===== config.mk =====
export PLATFORM = sky130hd
export DESIGN_NAME = fifo_serializer
export DESIGN_NICKNAME = d
export VERILOG_FILES = /design/src/rtl/fifo_serializer.sv
export SDC_FILE = /design/constraint.sdc
export NUM_CORES = 1
export LEC_CHECK = 0
export ABC_AREA = 1
export BUFFER_PORTS_ARGS = -buffer_cell sky130_fd_sc_hd__buf_2
export CORE_MARGIN = 2
export CORE_UTILIZATION = 39
export CTS_BUF_LIST = sky130_fd_sc_hd__clkbuf_4 sky130_fd_sc_hd__clkbuf_8
export CTS_CLUSTER_DIAMETER = 60
export CTS_CLUSTER_SIZE = 16
export DETAILED_ROUTE_END_ITERATION = 8
export SKIP_LAST_GASP = 1
export SLEW_MARGIN = 10
export SYNTH_ARGS = -nofsm -noshare
export SYNTH_HDL_FRONTEND = slang
export SYNTH_SLANG_ARGS = --single-unit

===== constraint.sdc =====
create_clock -name clock -period 1.79 [get_ports clock]
set_clock_uncertainty 0.15 [all_clocks]
set_input_delay 0.2685 -clock clock [delete_from_list [all_inputs] [get_ports clock]]
set_output_delay 0.2685 -clock clock [all_outputs]
set_load 0.02 [all_outputs]

===== src/rtl/fifo_serializer.sv =====
// Pulls 9-bit words from an upstream FIFO and sends each one as an asynchronous
// serial frame: start, 9 data bits LSB first, optional even parity, stop.
module fifo_serializer #(
  parameter int CLKS_PER_BIT = 4,
  parameter bit PARITY_EN    = 1'b1
) (
  input  logic       clock,
  input  logic       reset,
  input  logic       pin,
  input  logic [8:0] din,
  output logic       sin,
  output logic       sout,
  output logic       frame_done
);

  typedef enum logic [2:0] {
    IDLE,
    START,
    DATA,
    PARITY,
    STOP
  } state_t;

  localparam logic [7:0] DIV_LAST = 8'(CLKS_PER_BIT - 1);
  localparam logic [3:0] BIT_LAST = 4'd8;

  state_t     state;
  state_t     state_next;
  logic [7:0] div_q;
  logic [7:0] div_next;
  logic [3:0] bit_q;
  logic [3:0] bit_next;
  logic [8:0] shift_q;
  logic [8:0] shift_next;
  logic       parity_q;
  logic       parity_next;
  logic       sout_next;
  logic       div_wrap;

  assign div_wrap   = (div_q == DIV_LAST);
  assign sin        = reset || (state != IDLE);
  assign frame_done = (state == STOP) && div_wrap;

  // NOTE: every output of this block gets a default first, so no path can infer a latch.
  always_comb begin
    state_next  = state;
    div_next    = div_q;
    bit_next    = bit_q;
    shift_next  = shift_q;
    parity_next = parity_q;

    case (state)
      IDLE: begin
        if (pin) begin
          shift_next  = din;
          parity_next = ^din;
          div_next    = '0;
          bit_next    = '0;
          state_next  = START;
        end
      end
      default: begin
        div_next = div_wrap ? 8'd0 : div_q + 8'd1;
        if (div_wrap) begin
          case (state)
            START:  state_next = DATA;
            DATA: begin
              if (bit_q == BIT_LAST) begin
                state_next = PARITY_EN ? PARITY : STOP;
              end else begin
                shift_next = shift_q >> 1;
                bit_next   = bit_q + 4'd1;
              end
            end
            PARITY: state_next = STOP;
            default: state_next = IDLE;
          endcase
        end
      end
    endcase
  end

  // The line level is decoded from the upcoming state so the registered sout
  // lines up with the state it belongs to.
  always_comb begin
    sout_next = 1'b1;
    case (state_next)
      START:   sout_next = 1'b0;
      DATA:    sout_next = shift_next[0];
      PARITY:  sout_next = parity_next;
      default: sout_next = 1'b1;
    endcase
  end

  // NOTE: sequential state uses non-blocking assignments so every register samples pre-edge values.
  always_ff @(posedge clock) begin
    if (reset) begin
      state    <= IDLE;
      div_q    <= '0;
      bit_q    <= '0;
      shift_q  <= '0;
      parity_q <= 1'b0;
      sout     <= 1'b1;
    end else begin
      state    <= state_next;
      div_q    <= div_next;
      bit_q    <= bit_next;
      shift_q  <= shift_next;
      parity_q <= parity_next;
      sout     <= sout_next;
    end
  end

endmodule


## Word level (Yosys, flattened, before mapping)

Cells that the tools add are included.

- Add/sub/neg operators: 2
- Equal/unequal tests: 11
- Mux-type cells: 21
- Reductions and logical operators: 8

Operator list:

| operator | count |
|---|---|
| two-way mux 9 bit | 5 |
| two-way mux 8 bit | 3 |
| two-way mux 4 bit | 5 |
| equality test 3 x 2 -> 1 bit, second input constant | 4 |
| two-way mux 3 bit | 4 |
| case mux 3 bit (3 select lines) | 1 |
| parity 9 bit | 1 |
| adder 8 x 1 -> 8 bit, second input constant | 1 |
| equality test 8 x 2 -> 1 bit, second input constant | 1 |
| equality test 3 x 1 -> 1 bit, second input constant | 2 |
| adder 4 x 1 -> 4 bit, second input constant | 1 |
| equality test 4 bit, second input constant | 1 |
| AND reduction 4 bit | 1 |
| nonzero test 2 bit | 2 |
| equality test 3 bit, second input constant | 1 |
| logical NOT 3 bit | 1 |
| case mux 1 bit (3 select lines) | 1 |
| nonzero test 3 bit | 1 |
| two-way mux 1 bit | 2 |
| inequality test 2 x 1 -> 1 bit, second input constant | 1 |
| inequality test 2 bit, second input constant | 1 |
| logical AND 1 bit | 1 |
| logical OR 1 bit | 1 |

- Bits in registers: 26
- Input port bits: 12
- Logic and storage cells: 49

## Depth between registers and ports, before layout

- Word-level depth: 7
- Gate-level depth with buffers: 12
- Mapped depth without buffers: 12

## Least setup slack after synthesis

OpenSTA, ideal clock, no wires.

- Kind: reg-to-output
- From: register div_q[0]
- To: output frame_done
- Arrival time: 1.223 ns
- Path slack: 0.148 ns
- Stages on the path, launching flop included: 6
- Path through: dfxtp_1 ha_1 nand3_4 nor2_8 nand2_1 nor2_1

- Longest elaborated chain between the ends: 2

Ends and longest elaborated chain:

| what | line | RTL |
|---|---|---|
| start, declared | 29 | `logic [7:0] div_q;` |
| start signal, assigned | 106 | `div_q <= div_next;` |
| equality test 8 x 2 -> 1 bit | 40 | `assign div_wrap = (div_q == DIV_LAST);` |
| logical AND 1 bit | 42 | `assign frame_done = (state == STOP) && div_wrap;` |
| end, declared | 13 | `output logic frame_done` |

Every way passes these cells.

## Worst setup path after layout

- From: register div_q[1]
- To: output frame_done

Same word-level chain as after synthesis.

==> impl_results.md <==
* Status: completed
* Clk slew on worst S/H paths at 0.09 ns
* Gate Count Post-Synth at 210
* Clk sinks at 26
* Routed vias/inst at between 4 and 5
* Max Freq at between 500 and 600 MHz
* Fin. max-slew vios at 0
* # hold bufs at CTS at 0
* Unrepaired setup endpoints after global routing: yes
* Fin crit share at a little over nine tenths
* Vias in the first global route at around 1200
* Cell area after synthesis at 1440 um2
* Port Buffers at 14
* Row cnt at 22
* Most common cell in the netlist: nand2_1
* Vias at 1307
* VDD IR max at 387 uV
* Die Area at roughly 4200 um2
* # H-tree levels at 1
* Share of layout cells above drive strength 1 at between 20% and 30%
* Critical path arrival at 1.32 ns
* Die height at ~65 um
* Pre-CTS setup slack at around 0.12 ns
* Min cycle time layout at 1.74 ns
* Synth Area in XOR/XNOR at around 2.4%
* Min Hold Slack at 0.130 ns
* Area share of and/or/nand/nor cells after synthesis at 37.1%
* Number of fill cells at approximately 380
* Core box area at 3610 um2
* Yosys reg bits at 26
* Power after layout at 1.18 mW
* Final Instance Area at 1690 um2
* CTS tree: yes
* Slack of the critical path at between 0.05 and 0.06 ns
* Pin count of the biggest net entering global routing at 19
* Main combinational cell family by area after synthesis: simple AND/OR/NAND/NOR gates
* Power per cell area at ~700 nW/um2
* Drt total wl at 2.89 mm
* Synth Area in Adders at 2.60%
* Mux contribution to synthesized area at 0%
* Cell Area, Placed at 1580 um2
* HPWL Detailed at 2.20 mm
* Compound-Gate Fraction of Synth Area at 13.7%
* Final Hold Fails at 0
* GRT Overall Usage at roughly 16%
* Critical Path Start Type: flop
* Worst-Skew Late Latency at 0.27 ns
* Fin nets at 247
* Synth area leader: dfxtp_1
* P_leak at 0.761 nW
* Placer Congestion at 0.755
* CP Data Required Time at 1.37 ns
* CTS Buffer Depth at 2
* Synthesis Warnings at 0
* Die W at about 65 um
* Mean area per synthesized cell at 6.86 um2
* Crit Path Category: flop to output pin
* Async S/R FF share, synth at 0%
* Initial core utilization at 40.0%
* EDFF count, synth at 0
* Area growth from synthesis to layout at 17.4%
* Seq/Total Area, Yosys at 36.1%
* Worst setup EP type: output pin
* Relative slew slack at 83.4%
* Io pins at 15
* Antenna violations before repair at 0
* Synth top area cells: dfxtp_1, nand2_1, a21oi_1
* Final Core Density at between 40% and 50%
* Worst-margin pin slew at 0.249 ns
* Hold path depth at 3
* Gr ovfl total at 0
* Per-cell routed wire length at 10.3 um
* Drt drc at 0
* Synth Flop Type: dfxtp_1
* Initial DRC Count at a little over 100
* Antenna Nets Post-Route at 0
* Num CTS Buffers at 3
* Wire length of the first global-routing pass at 5.42 mm
* Root buffer cell: clkbuf_8
* Final setup violation count at 0
* Max FO, Critical Path at 3
* Antenna cells at 0
* Max Cap Viol at 0
* Most frequent cells after synthesis: nand2_1, dfxtp_1, inv_1
* Synth top area share at 36.1%
* Cell variety after synth at 29
* Hold Path Class: input port to flop
* DRT Pass-1 Iters at 4
* Worst Reg-to-Reg Cells at 10
* Syn nets at 225
-- per-stage QoR --
stage | cells | setup TNS (ns)
2_1_floorplan | 210 | 0
3_3_place_gp | 272 | 0
3_5_place_dp | 272 | 0
4_1_cts | 277 | 0
5_1_grt | 279 | -0.0147
6_report | 279 | 0
-- report_power, final --
part	internal [mW]	switching, mW
registers	0.601	0.0152
logic	0.0705	0.115
clock network	0.197	0.184
total	0.868	0.315
-- per-layer routing --
layer  share of wire (%)  track usage (%)
met4                0.42             2.39
met1                  51             22.6
met3                 3.2             3.65
met5                   0                0
met2                  45             25.8
-- cell type report --
cell class | instances | area (um2) | share of cell area (%)
Tap cell | 48 | 60.1 | 3.55
Inverter | 29 | 109 | 6.43
Timing Repair Buffer | 19 | 114 | 6.73
Multi-Input combinational cell | 153 | 827 | 48.9
Clock buffer | 4 | 55.1 | 3.25
Sequential cell | 26 | 528 | 31.2
-- logic make-up (layout without fill, tap and decap cells) --
group                    count (synthesis)  after routing
flip-flops                              26             26
AO/OA/AOI/OAI                           35             35
XOR/XNOR                                 4              4
AND/OR/NAND/NOR                        111            111
adder cells (fa/ha/maj)                  3              3
buffers and inverters                   31             52
-- worst max-delay path, stage by stage, from the launching register on --
cell     delay [ns]
dfxtp_4        0.38
ha_4           0.15
nand3_4        0.10
nor2_8         0.13
nand2_2        0.06
nor2_2         0.12
buf_6          0.12
-- cell usage in the layout, fill, tap and decap left out --
cell / n
xor2_1: 2
nand2_1: 63
and3_1: 2
buf_6: 1
a21oi_1: 17
nand4_2: 1
ha_4: 1
a31oi_1: 3
nand2_4: 3
o22ai_1: 1
o211a_1: 1
inv_2: 6
nor2_1: 12
o21ai_1: 1
nor3_1: 2
nand2_2: 4
clkbuf_8: 4
clkinv_1: 1
nand3_4: 1
inv_1: 22
ha_1: 2
buf_2: 13
nand3_1: 13
nor2_2: 6
o21ai_0: 7
xnor2_1: 2
a211oi_1: 1
nor2_8: 1
nor2_4: 2
dfxtp_4: 2
buf_4: 5
dfxtp_1: 24
or2_1: 1
a22oi_1: 4
-- path summary, 6_finish.rpt --
check / startpoint / end / slack [ns]
setup / recovery: div_q[1]$_SDFFE_PP0P_ / frame_done / 0.05
setup reg to reg: bit_q[0]$_SDFFE_PP0P_ / sout$_SDFF_PP1_ / 0.14
hold reg to reg: shift_q[1]$_SDFFE_PP0P_ / shift_q[1]$_SDFFE_PP0P_ / 0.32
hold / removal: din[7] / shift_q[7]$_SDFFE_PP0P_ / 0.13
-- sequential cells by signal, indices dropped and copies added, names as in the netlist --
register  flops
sout          1
div_q         8
shift_q       9
state         3
parity_q      1
bit_q         4
-- what timing repair did --
item	in CTS	in global routing
buffers inserted	1	2
pin swaps	1	3
endpoints found under the hold margin	0	0
gates resized for setup	4	7
endpoints found under the setup margin	1	3
Power figures use the tool's default switching activity.
